===== config.mk =====
export PLATFORM = sky130hd
export DESIGN_NAME = booth_mult_seq
export DESIGN_NICKNAME = d
export VERILOG_FILES = /design/src/rtl/mult_pkg.sv /design/src/rtl/booth_step.sv /design/src/rtl/booth_mult_seq.sv
export SDC_FILE = /design/constraint.sdc
export NUM_CORES = 1
export LEC_CHECK = 0
export ABC_AREA = 1
export BUFFER_PORTS_ARGS = -buffer_cell sky130_fd_sc_hd__buf_4
export CAP_MARGIN = 10
export CORE_MARGIN = 3
export CORE_UTILIZATION = 51
export DETAILED_ROUTE_END_ITERATION = 6
export PLACE_DENSITY = 0.85
export SLEW_MARGIN = 20
export SYNTH_ARGS = -nofsm -noshare
export SYNTH_HDL_FRONTEND = slang
export SYNTH_SLANG_ARGS = --single-unit

===== constraint.sdc =====
create_clock -name clk -period 2.6 [get_ports clk]
set_clock_uncertainty 0.15 [all_clocks]
set_input_delay 0.13 -clock clk [delete_from_list [all_inputs] [get_ports clk]]
set_output_delay 0.13 -clock clk [all_outputs]
set_load 0.02 [all_outputs]

===== src/rtl/mult_pkg.sv =====
// Shared definitions for the sequential Booth multiplier.
//   state_e    : controller state (IDLE, RUN, DONE)
//   BOOTH_*    : opcode values of the {Q[0], q_1} pair examined each step
//   WIDTH_DEF  : default operand width
package mult_pkg;

  typedef enum logic [1:0] {
    IDLE = 2'd0,
    RUN  = 2'd1,
    DONE = 2'd2
  } state_e;

  localparam logic [1:0] BOOTH_NOP = 2'b00;
  localparam logic [1:0] BOOTH_ADD = 2'b01;
  localparam logic [1:0] BOOTH_SUB = 2'b10;

  localparam int WIDTH_DEF = 32;

endpackage


===== src/rtl/booth_step.sv =====
// One combinational radix-2 Booth iteration on WIDTH+1-bit registers.
//   acc, q, q_1, m      : current accumulator, multiplier, guard bit, multiplicand
//   acc_nx, q_nx, q_1_nx: values after the optional add/sub and the
//                         arithmetic right shift of {acc, q, q_1}
module booth_step
  import mult_pkg::*;
#(
  parameter int WIDTH = WIDTH_DEF
) (
  input  logic [WIDTH:0] acc,
  input  logic [WIDTH:0] q,
  input  logic           q_1,
  input  logic [WIDTH:0] m,
  output logic [WIDTH:0] acc_nx,
  output logic [WIDTH:0] q_nx,
  output logic           q_1_nx
);

  logic [WIDTH:0] sum;

  // Arithmetic wraps at WIDTH+1 bits; operands are pre-extended by one bit
  // so the wrap never loses information.
  always_comb begin
    sum = acc;
    case ({q[0], q_1})
      BOOTH_ADD: sum = acc + m;
      BOOTH_SUB: sum = acc - m;
      BOOTH_NOP: sum = acc;
      default:   sum = acc;
    endcase
  end

  assign acc_nx = {sum[WIDTH], sum[WIDTH:1]};
  assign q_nx   = {sum[0], q[WIDTH:1]};
  assign q_1_nx = q[0];

endmodule


===== src/rtl/booth_mult_seq.sv =====
// Sequential radix-2 Booth multiplier, signed or unsigned per operation.
//   clk, reset (async, active low)
//   start, is_signed, value_a, value_b : request, sampled when not busy
//   busy  : operation in progress
//   done  : one-cycle pulse, hi/low just updated
//   hi, low : full 2*WIDTH product, held until the next completion
// Fixed latency: WIDTH+1 steps after the start edge, no early exit.
module booth_mult_seq
  import mult_pkg::*;
#(
  parameter int WIDTH = WIDTH_DEF
) (
  input  logic             clk,
  input  logic             reset,
  input  logic             start,
  input  logic             is_signed,
  input  logic [WIDTH-1:0] value_a,
  input  logic [WIDTH-1:0] value_b,
  output logic             busy,
  output logic             done,
  output logic [WIDTH-1:0] hi,
  output logic [WIDTH-1:0] low
);

  localparam int CW = $clog2(WIDTH + 2);

  state_e          state;
  logic [WIDTH:0]  m, acc, q;
  logic            q_1;
  logic [CW-1:0]   count;
  logic [WIDTH:0]  acc_nx, q_nx;
  logic            q_1_nx;

  booth_step #(.WIDTH(WIDTH)) u_step (
    .acc    (acc),
    .q      (q),
    .q_1    (q_1),
    .m      (m),
    .acc_nx (acc_nx),
    .q_nx   (q_nx),
    .q_1_nx (q_1_nx)
  );

  assign busy = (state == RUN);
  assign done = (state == DONE);

  always_ff @(posedge clk or negedge reset) begin
    if (!reset) begin
      state <= IDLE;
      m     <= '0;
      acc   <= '0;
      q     <= '0;
      q_1   <= 1'b0;
      count <= '0;
      hi    <= '0;
      low   <= '0;
    end else begin
      case (state)
        IDLE, DONE: begin
          if (start) begin
            // One extra bit: sign copy when signed, zero when unsigned.
            m     <= {is_signed & value_a[WIDTH-1], value_a};
            q     <= {is_signed & value_b[WIDTH-1], value_b};
            acc   <= '0;
            q_1   <= 1'b0;
            count <= '0;
            state <= RUN;
          end else begin
            state <= IDLE;
          end
        end
        RUN: begin
          acc   <= acc_nx;
          q     <= q_nx;
          q_1   <= q_1_nx;
          count <= count + CW'(1);
          if (count == CW'(WIDTH)) begin
            // Product is the low 2*WIDTH bits of {acc_nx, q_nx}.
            hi    <= {acc_nx[WIDTH-2:0], q_nx[WIDTH]};
            low   <= q_nx[WIDTH-1:0];
            state <= DONE;
          end
        end
        default: state <= IDLE;
      endcase
    end
  end

endmodule


==> metrics.md, run 1 <==
| Metric | Value |
|---|---|
| Drt drc | 0 |
| Rows | 51 |
| Crit. path cell count | 19 |
| CP Launch Type | flop |
| Main flop type after synthesis | dfrtp_1 |
| Crit path max fanout | 4 |
| Slowest stage cell, crit path | dfrtp_2 |
| Worst hold path stage count | 4 |
| Largest net degree at the start of global routing | 94 |
| Die height | about 150 um |
| Synth Area in Simple Gates | roughly 29% |
| Remaining Overflow, GRT | 0 |
| Inserted Diodes | 0 |
| Total die area | around 0.022 sq mm |
| Buffers & Inverters on Critical Path | 1 |
| Area grow syn2layout | 52.9% |
| CTS clk-pin slew, worst paths | 90 ps |
| Final Instance Area | 0.0158 sq mm |
| Pre-antenna DRT Iters | 6 |
| TritonCTS clock tree | built |
| Maxcap violations | 0 |
| Syn avg cell area | about 7.2 sq um |
| Vias | around 12000 |
| First-pass GRT wire length | ~56000 um |
| Multiplexer area fraction after synthesis | 0.483% |
| Port Buffers | between 100 and 150 |
| Post-synth top area cell | dfrtp_1 |
| Mapped Cells | roughly 1400 |
| Yosys top cell area share | ~41% |
| Failing checks | negative setup slack |
| Number of fill cells in the layout | between 1000 and 1500 |
| Max_slew headroom | a little under half |
| Area fraction in compound gates after synthesis | just over 10% |
| Worst EP required | approximately 2800 ps |
| Post-Layout Cell Count | 2048 |
| Crit end category | flop |
| Vias in the first global route | between 10000 and 15000 |
| Clk_lat worst skew | between 400 and 500 ps |
| CTS H-tree lvls | 4 |
| Final WS setup | -809 ps |
| WS Path Type | reg -> reg |
| Post-synth cell types | 40 |
| Max clock buf depth | 2 |
| Commonest cells in the netlist | nand2_1 (527), inv_1 (218), dfrtp_1 (171) |
| Min Tclk post-route | between 3000 and 4000 ps |
| Post-Synthesis Net Count | 1538 |
| Fin nets | 1875 |
| Yosys warnings | 0 |
| Die X | between 100 and 150 um |
| Sequential area share after synthesis | between 40% and 50% |
| Dpl cell area | around 0.013 sq mm |
| Post-Synth Adder-Cell Area | roughly 4.5% |
| Sequence of cells on the critical path | nor2_4, nand2_1, nor2_2, nand2_1, o31ai_2, xor2_1, inv_2, ha_4, nand2_2, nor2_2, nand2_1, nor2_2, nand2_2, nand3_2, nand2_1, nand2_1, nand2_1, nand3_1, nand2_1 |
| F_max | ~290 MHz |
| RSZ-0062 raised after global routing | true |
| WL final | ~43000 um |
| Final hold violations | 0 |
| CP dominant cell by count | nand2_1 |
| R2r worst-path depth | 19 |
| Layout cells sized above 1 | between 30% and 40% |
| Final setup vio count | approximately 60 |
| Synthesized area | 0.0104 sq mm |
| Wire length per cell | between 20 and 25 um |
| Number of synthesized flops with an enable pin | 0 |
| Top post-synthesis cells by area | dfrtp_1 (41%), nand2_1 (19%), inv_1 (7.9%) |
| Yosys reg bits | ~170 |
| # IOs | 134 |
| FF/Latch Area | approximately 0.0043 sq mm |
| Core box area | 0.0197 sq mm |
| Starting Density | between 50% and 60% |
| Final period util | 131% |
| Average vias per placed instance | a little under 6 |
| Routability cong. | between 0.9 and 1 |
| CTS Sinks | about 170 |
| Status | complete, but fails checks |
| Fraction of registers with async set/reset | 100% |
| Critical path's top delay family | simple AND/OR/NAND/NOR gates |
| Top-count cell post-synth | nand2_1 |
| Crit-path max cell delay | between 400 and 500 ps |
| Total CTS buffers | 17 |
| XOR/XNOR Fraction of Synth Area | about 3.5% |
| Main combinational cell family by area after synthesis | simple AND/OR/NAND/NOR gates |
| Detailed placement HPWL | about 22000 um |
| Multi-input gate area | approximately 0.0067 sq mm |
| Hold Path Class | in -> reg |
| Worst EP arrival | between 3000 and 4000 ps |
| GRT Total Usage | a little under a third |
| Root Driver | clkbuf_16 |
| Worst slew pin tran | just under 800 ps |
| Initial antenna violation count | 0 |
| Post-route ant nets | 0 |
| Number of cells after detailed placement | approximately 1900 |
| Count of final max-slew check failures | 0 |
| 1st-iter DRT viols | approximately 1600 |
## worst reg2reg max path: cells and delay by family (launching register included)
family	cells	cell delay [ps]
compound gates	1	270
xor+xnor	1	260
fa+ha+maj	1	310
buf+inv	1	110
flops	1	480
simple gates	15	1730
## cell usage in the layout (no fill, tap or decap), types with 14 or more instances in the layout
| cell | n |
|---|---|
| nand2_1 | 419 |
| buf_4 | 280 |
| inv_1 | 183 |
| dfrtp_1 | 166 |
| nand2_2 | 77 |
| dlygate4sd3_1 | 66 |
| nand3_1 | 51 |
| o21ai_1 | 45 |
| nand3_2 | 42 |
| nor2_1 | 36 |
| nand2_4 | 35 |
| inv_2 | 34 |
| o221ai_1 | 32 |
| o21ai_0 | 29 |
| ha_4 | 29 |
| nor2_2 | 20 |
| nor2_4 | 20 |
| xor2_1 | 19 |
| o21ai_2 | 17 |
| clkbuf_16 | 17 |
| a21oi_2 | 15 |
| buf_6 | 14 |
## repair_timing
action                                  in CTS  in global routing
hold buffers                                66                  0
buffers inserted                            16                 22
hold endpoints to repair                   130                  0
pin swaps                                   35                141
gates resized for setup                    136                258
cloned                                       0                  0
endpoints found under the setup margin      59                 61
## cell families after synthesis
family,after synthesis
adders and majority gates,37
and+or+nand+nor,738
DFF,171
xor gates and xnor gates,42
AOI/OAI and AO/OA,170
buffers and inverters,270
muxes,5
## worst paths after layout
path | slack [ps] | from | end
hold reg to reg | 330 | hi[28] | hi[28]
min in group asynchronous | 100 | reset | hi[23]
max in group asynchronous | 1440 | reset | low[0]
setup / recovery | -810 | m[9] | acc[31]
hold / removal | 20 | start | state[0]
setup reg to reg | -810 | m[9] | acc[31]
## through the flow
step / hold slack, ps / utilization [%] / setup slack [ps] / setup TNS, ps
final: 24.5 / 80.4 / -809 / -32930
after global routing: 43.2 / 80.4 / -882 / -37190
after CTS: 15.2 / 74.5 / -494 / -19890
after detailed placement: 38.8 / 64.2 / -608 / -26190
after global placement: 32.2 / 64.2 / -515 / -21830
after floorplan: -316 / - / -55.0 / -600
## layer usage
layer / track usage [%] / vias to the layer above / part of all wire (%)
met4: 14.9 / 0 / 8.2
met2: 51.7 / 976 / 46
met1: 42.0 / 5690 / 36
met3: 5.48 / 332 / 10
li1: - / 5174 / -
met5: 0 / - / 0
## area by class of cell
| class | count | share of cell area, % |
|---|---|---|
| multi-input cells | 992 | 42.2 |
| inverters | 222 | 5.36 |
| well taps | 265 | 2.09 |
| repair buffers | 366 | 19.2 |
| clock inverters | 15 | 1.42 |
| clock buffers | 17 | 2.68 |
| flip-flops and latches | 171 | 27.0 |
## state kept, by name (all words and copies together), names as in the netlist
signal and count:
low 32, acc 32, hi 32, count 6, m 33, q 33
q_1 1, state 2
Power of run 1 is not shown: default switching activity piles up to over one toggle a cycle in this logic, so the estimate is an artifact.
==> inputs of run 2 (changes only) <==
Settings changed: ABC_AREA 1 to not set.
==> run 2 against run 1 <==
Net effect: the run ends with design-rule violations, negative setup slack left; critical path depth shrank 3; via count shrank 9.2%; sequential cell count is the same; register-to-register slack lost 1300 ps; hold slack gained 90 ps; count of clock-buffer cells in the layout is the same; critical path type unchanged; maximum frequency shrank 28%.
==> metrics.md, run 2 <==
| Metric | Value |
|---|---|
| Crit-path max cell delay | approximately 570 ps |
| Layout cells sized above 1 | between 30% and 40% |
| Fin nets | about 1500 |
| Inserted Diodes | 0 |
| Root Driver | clkbuf_16 |
| Crit end category | flop |
| Metal2 WL | 18400 um |
| Buffers & Inverters on Critical Path | 0 |
| TritonCTS clock tree | built |
| Final period util | 183% |
| Detailed placement HPWL | approximately 19000 um |
| Fraction of registers with async set/reset | 100% |
| Failing checks | design-rule violations, negative setup slack |
| Top layer in use | met5 |
| Vias | roughly 11000 |
| Number of synthesized flops with an enable pin | 0 |
| Worst slew pin tran | just under 900 ps |
| Die height | ~140 um |
| Most frequent cells in the layout | nand2_1 (345), buf_4 (293), dfrtp_1 (170), dlygate4sd3_1 (67), xnor2_1 (39) |
| Post-synth top area cell | dfrtp_1 |
| 1st-iter DRT viols | about 1600 |
| First-pass GRT wire length | roughly 53000 um |
| Count of final max-slew check failures | 0 |
| Final Instance Area | about 0.014 sq mm |
| Max clock buf depth | 2 |
| Worst EP required | between 2000 and 3000 ps |
| Sequential area share after synthesis | a little under half |
| Starting Density | between 50 and 60% |
| Initial antenna violation count | 1 |
| Total die area | around 0.020 sq mm |
| Drt drc | 6 |
| Hold Path Class | in -> reg |
| GRT Total Usage | roughly 33% |
| Vias in the first global route | slightly above 10000 |
| Status | complete, but fails checks |
| Mapped Cells | roughly 1100 |
| Yosys warnings | 0 |
| Util after Layout | 79.4% |
| Area grow syn2layout | 49.7% |
| CTS clk-pin slew, worst paths | 80 ps |
| Port Buffers | ~130 |
| Met1 WL | roughly 13000 um |
| Min Tclk post-route | between 4000 and 5000 ps |
| CTS H-tree lvls | 4 |
| Wire length per cell | around 24 um |
| F_max | about 210 MHz |
| Post-Place Setup Slack | -1550 ps |
| Post-synth cell types | 66 |
| Critical path's top delay family | compound AO/OA/AOI/OAI gates |
| Slowest stage cell, crit path | xnor2_1 |
| Post-Synthesis Net Count | 1188 |
| Crit path max fanout | 7 |
| Core box area | between 0.015 and 0.02 sq mm |
| Top-count cell post-synth | nand2_1 |
| Main flop type after synthesis | dfrtp_1 |
| Top post-synthesis cells by area | dfrtp_1 (46%), nand2_1 (14%), xnor2_1 (4.9%) |
| Max_slew headroom | approximately two fifths |
| Routability cong. | ~0.90 |
| Average vias per placed instance | approximately 6.6 |
| Post-route ant nets | 0 |
| # IOs | between 100 and 150 |
| Sum of negative setup slack | -88100 ps |
| Met3 wire len | approximately 5000 um |
| Die X | 141 um |
| Maxcap violations | 0 |
| Most common cell after layout, fill and taps aside | nand2_1 |
| Syn avg cell area | about 8.6 sq um |
| Final hold violations | 0 |
| Yosys reg bits | between 150 and 200 |
| Worst EP arrival | slightly below 5000 ps |
| Sequence of cells on the critical path | nor4_4, nand3_2, or3_4, nor3_4, nor2_1, xnor2_1, ha_2, a21oi_2, o21a_1, o211ai_1, a31oi_2, o2111ai_2, a41o_1, a41o_1, mux2i_1, o211ai_1 |
| Total CTS buffers | 17 |
| Clk_lat worst skew | 460 ps |
| Largest net degree at the start of global routing | 77 |
| WL final | 40800 um |
| Yosys top cell area share | a little under half |
| Final setup vio count | 60 |
| Top flop regs | m x33, q x33 |
| Remaining Overflow, GRT | 0 |
| Pre-antenna DRT Iters | 7 |
| Final WS setup | -2150 ps |
| CTS Sinks | 171 |
| RSZ-0062 raised after global routing | true |
| Dpl cell area | about 0.012 sq mm |
| Commonest cells in the netlist | nand2_1 (356), dfrtp_1 (171), o21ai_0 (63) |
| Synthesized area | 0.00934 sq mm |
| Rows | 48 |
| WS Path Type | reg -> reg |
| CP Launch Type | flop |
[run 2: cell count changes after synthesis, moves of 25 or more]
cell | before | now
inv_1 | 218 | 20
nand2_1 | 527 | 356
nand3_1 | 96 | 16
xnor2_1 | 10 | 52
a22oi_1 | 0 | 32
o21ai_1 | 32 | 1
o221ai_1 | 32 | 1
xor2_1 | 32 | 5
nor2_1 | 67 | 42
[run 2: worst paths after layout]
path                       slack, ps  startpoint  depth (start not counted)       to
setup / recovery               -2150        m[2]                         16  acc[30]
hold / removal                   110       start                          5  acc[19]
setup reg to reg               -2150        m[2]                         16  acc[30]
hold reg to reg                  320      hi[15]                          2   hi[15]
max in group asynchronous       1320       reset                          3    m[13]
min in group asynchronous        130       reset                          2   low[4]
[run 2: kinds of logic after synthesis]
family	count (synthesis)	synth area share [%]
multiplexers	14	1.57
AND/OR/NAND/NOR	495	22.4
buffers and inverters	79	3.56
flip-flops	171	45.8
XOR/XNOR	57	5.35
adder cells (fa/ha/maj)	37	5.04
AO/OA/AOI/OAI	230	16.3
[run 2: repair_timing]
action	in CTS	in global routing
resized for setup	66	103
pin swaps	41	56
hold buffers	67	0
endpoints found under the hold margin	138	0
endpoints found under the setup margin	58	61
gates cloned	1	1
buffers inserted	15	22
[run 2: tightest hold or removal path: cells and delay by family]
kind,cells,cell delay [ps]
and+or+nand+nor,3,240
buffers and inverters,2,310
[run 2: area by class of cell]
class / count / area [sq um]
tap: 225 / 282
fill: 873 / 3620
clock inverter: 14 / 144
multi-input combinational: 833 / 5480
clock buffer: 17 / 425
sequential: 171 / 4280
timing repair buffer: 390 / 3290
inverter: 22 / 82.6
[run 2: metrics by stage]
step	hold WS [ps]	instances
final	115	1672
after global routing	122	1672
after CTS	55.4	1652
after detailed placement	63.4	1539
after global placement	67.8	1539
after floorplan	-316	1083
[run 2: per-layer routing]
metal / GRT usage, % / vias to the layer above
li1: - / 4407
met1: 40.7 / 5103
met2: 55.5 / 1116
met3: 6.27 / 420
met4: 16.8 / 2
met5: 0 / -
Power of run 2 is left out for the same reason.
==> inputs of run 3 (changes only) <==
Settings changed: BUFFER_PORTS_ARGS -buffer_cell sky130_fd_sc_hd__buf_4 to -buffer_cell sky130_fd_sc_hd__buf_2, CORE_UTILIZATION 51 to 52, PLACE_DENSITY 0.85 to 0.86.
==> run 3 against run 2 <==
Net effect: cell count up 1.4%; critical path depth unchanged; the flow finishes with violations (negative setup slack); non-clock buffer count up 22; first-iteration DRC count up 0.25%; die area down 1.8%; highest routed layer is now met4; global-route usage down 0.24 points; setup slack better by 240 ps.
==> metrics.md, run 3 (synthesized netlist as in run 2, its figures left out) <==
| Metric | Value |
|---|---|
| Status | complete, but fails checks |
| Failing checks | negative setup slack |
| Crit end category | flop |
| Average vias per placed instance | 6.53 |
| Crit path max fanout | 4 |
| Final period util | 174% |
| Area grow syn2layout | 49.6% |
| CP Launch Type | flop |
| Vias in the first global route | around 10000 |
| Total CTS buffers | 17 |
| Max_slew headroom | a little under a third |
| Total die area | just under 0.02 sq mm |
| Starting Density | a little over half |
| Die X | around 140 um |
| Routability cong. | between 0.9 and 1 |
| CTS clk-pin slew, worst paths | ~80 ps |
| Root Driver | clkbuf_16 |
| WL final | roughly 40000 um |
| GRT Total Usage | between 30% and 40% |
| R2r worst-path depth | 16 |
| Fin nets | about 1600 |
| RSZ-0062 raised after global routing | true |
| Top flop regs | m x33, q x33 |
| Met3 Usage GRT | under 10% |
| TritonCTS clock tree | built |
| Most common cell after layout, fill and taps aside | nand2_1 |
| Initial antenna violation count | 0 |
| # IOs | roughly 130 |
| Grt met1 use | 40.0% |
| Largest net degree at the start of global routing | 76 |
| CTS H-tree lvls | 4 |
| Hold Path Class | in -> async |
| Vias | approximately 11000 |
| Most frequent cells in the layout | nand2_1 (345), buf_4 (184), dfrtp_1 (170), buf_2 (132), dlygate4sd3_1 (66) |
| Remaining Overflow, GRT | 0 |
| Drt drc | 0 |
| Count of final max-slew check failures | 0 |
| Layout cells sized above 1 | 35.2% |
| Rows | 48 |
| Port Buffers | between 100 and 150 |
| Worst EP arrival | about 4700 ps |
| Worst EP required | 2780 ps |
| Max clock buf depth | 2 |
| F_max | 222 MHz |
| 1st-iter DRT viols | roughly 1600 |
| Core box area | ~0.017 sq mm |
| Final hold violations | 0 |
| CTS Sinks | ~170 |
| Die height | between 100 and 150 um |
| Final WS setup | -1910 ps |
| GRT busiest layer | met2 |
| First-pass GRT wire length | slightly above 50000 um |
| Pre-antenna DRT Iters | 6 |
| Worst R2R End | acc[31] |
| WS Path Type | reg -> reg |
| Worst slew pin tran | about 1000 ps |
| Wire length per cell | 23.5 um |
| Post-route ant nets | 0 |
| Maxcap violations | 0 |
| Final setup vio count | 60 |
| Worst R2R Start | m[5] |
| Inserted Diodes | 0 |
| Clk_lat worst skew | roughly 460 ps |
| Met2 Usage GRT | between 50% and 60% |
| Detailed placement HPWL | about 19000 um |
| R2R setup slack | -1910 ps |
| Min Tclk post-route | between 4000 and 5000 ps |
| Sum of negative setup slack | -79200 ps |
## run 3: worst max-delay path by stage
| stage | from | endpoint | slack, ps | cells after the start |
|---|---|---|---|---|
| after CTS | m[5] | acc[31] | -1400 | 15 |
| after detailed placement | m[2] | acc[31] | -1470 | 16 |
| after floorplan | m[2] | acc[31] | -1250 | 15 |
| after global placement | m[5] | acc[31] | -1390 | 16 |
| final | m[5] | acc[31] | -1910 | 16 |
| after global routing | m[5] | acc[31] | -2000 | 16 |
## run 3: per-layer routing
metal,share of wire (%),up-vias
met5,0,-
met4,9.0,0
met3,12,367
met2,45,1071
met1,34,5184
li1,-,4443
## run 3: through the flow
| stage | util (%) | hold slack (ps) | setup slack, ps | instance area [sq um] | instances |
|---|---|---|---|---|---|
| 6_report | 80.2 | 105 | -1910 | 14000 | 1695 |
| 5_1_grt | 80.2 | 124 | -2000 | 14000 | 1695 |
| 2_1_floorplan | - | -316 | -1250 | 9450 | 1083 |
| 3_3_place_gp | 65.9 | 21.7 | -1390 | 11500 | 1556 |
| 4_1_cts | 76.2 | 94.0 | -1400 | 13300 | 1671 |
| 3_5_place_dp | 65.9 | 18.1 | -1470 | 11500 | 1556 |
## run 3: what timing repair did
action	4_1_cts	5_1_grt
hold buffers	66	0
endpoints found under the hold margin	131	0
cloned	2	0
pin swaps	30	52
endpoints found under the setup margin	61	61
gates resized for setup	84	99
buffers inserted	15	27
## run 3: cell type report
cell class              instances  area [sq um]
clock buffers                  18           439
multi-input cells             833          5580
fillers                       859          3450
inverters                      22          82.6
repair buffers                412          3130
clock inverters                14           175
well taps                     225           282
flip-flops and latches        171          4280
## run 3: critical path: stages, from the launching register on
cell and delay, ps:
dfrtp_1 410, nor4_4 330, buf_4 170, and3_4 220, nand2_1 190, nor3_4 290, a21oi_1 130, xnor2_1 160
ha_1 330, nand2_1 140, nor4_2 400, o21ai_1 190, a311o_2 410, a21oi_4 160, and4_1 260, nor3_1 90
a311o_1 360
Power of run 3 is left out for the same reason.
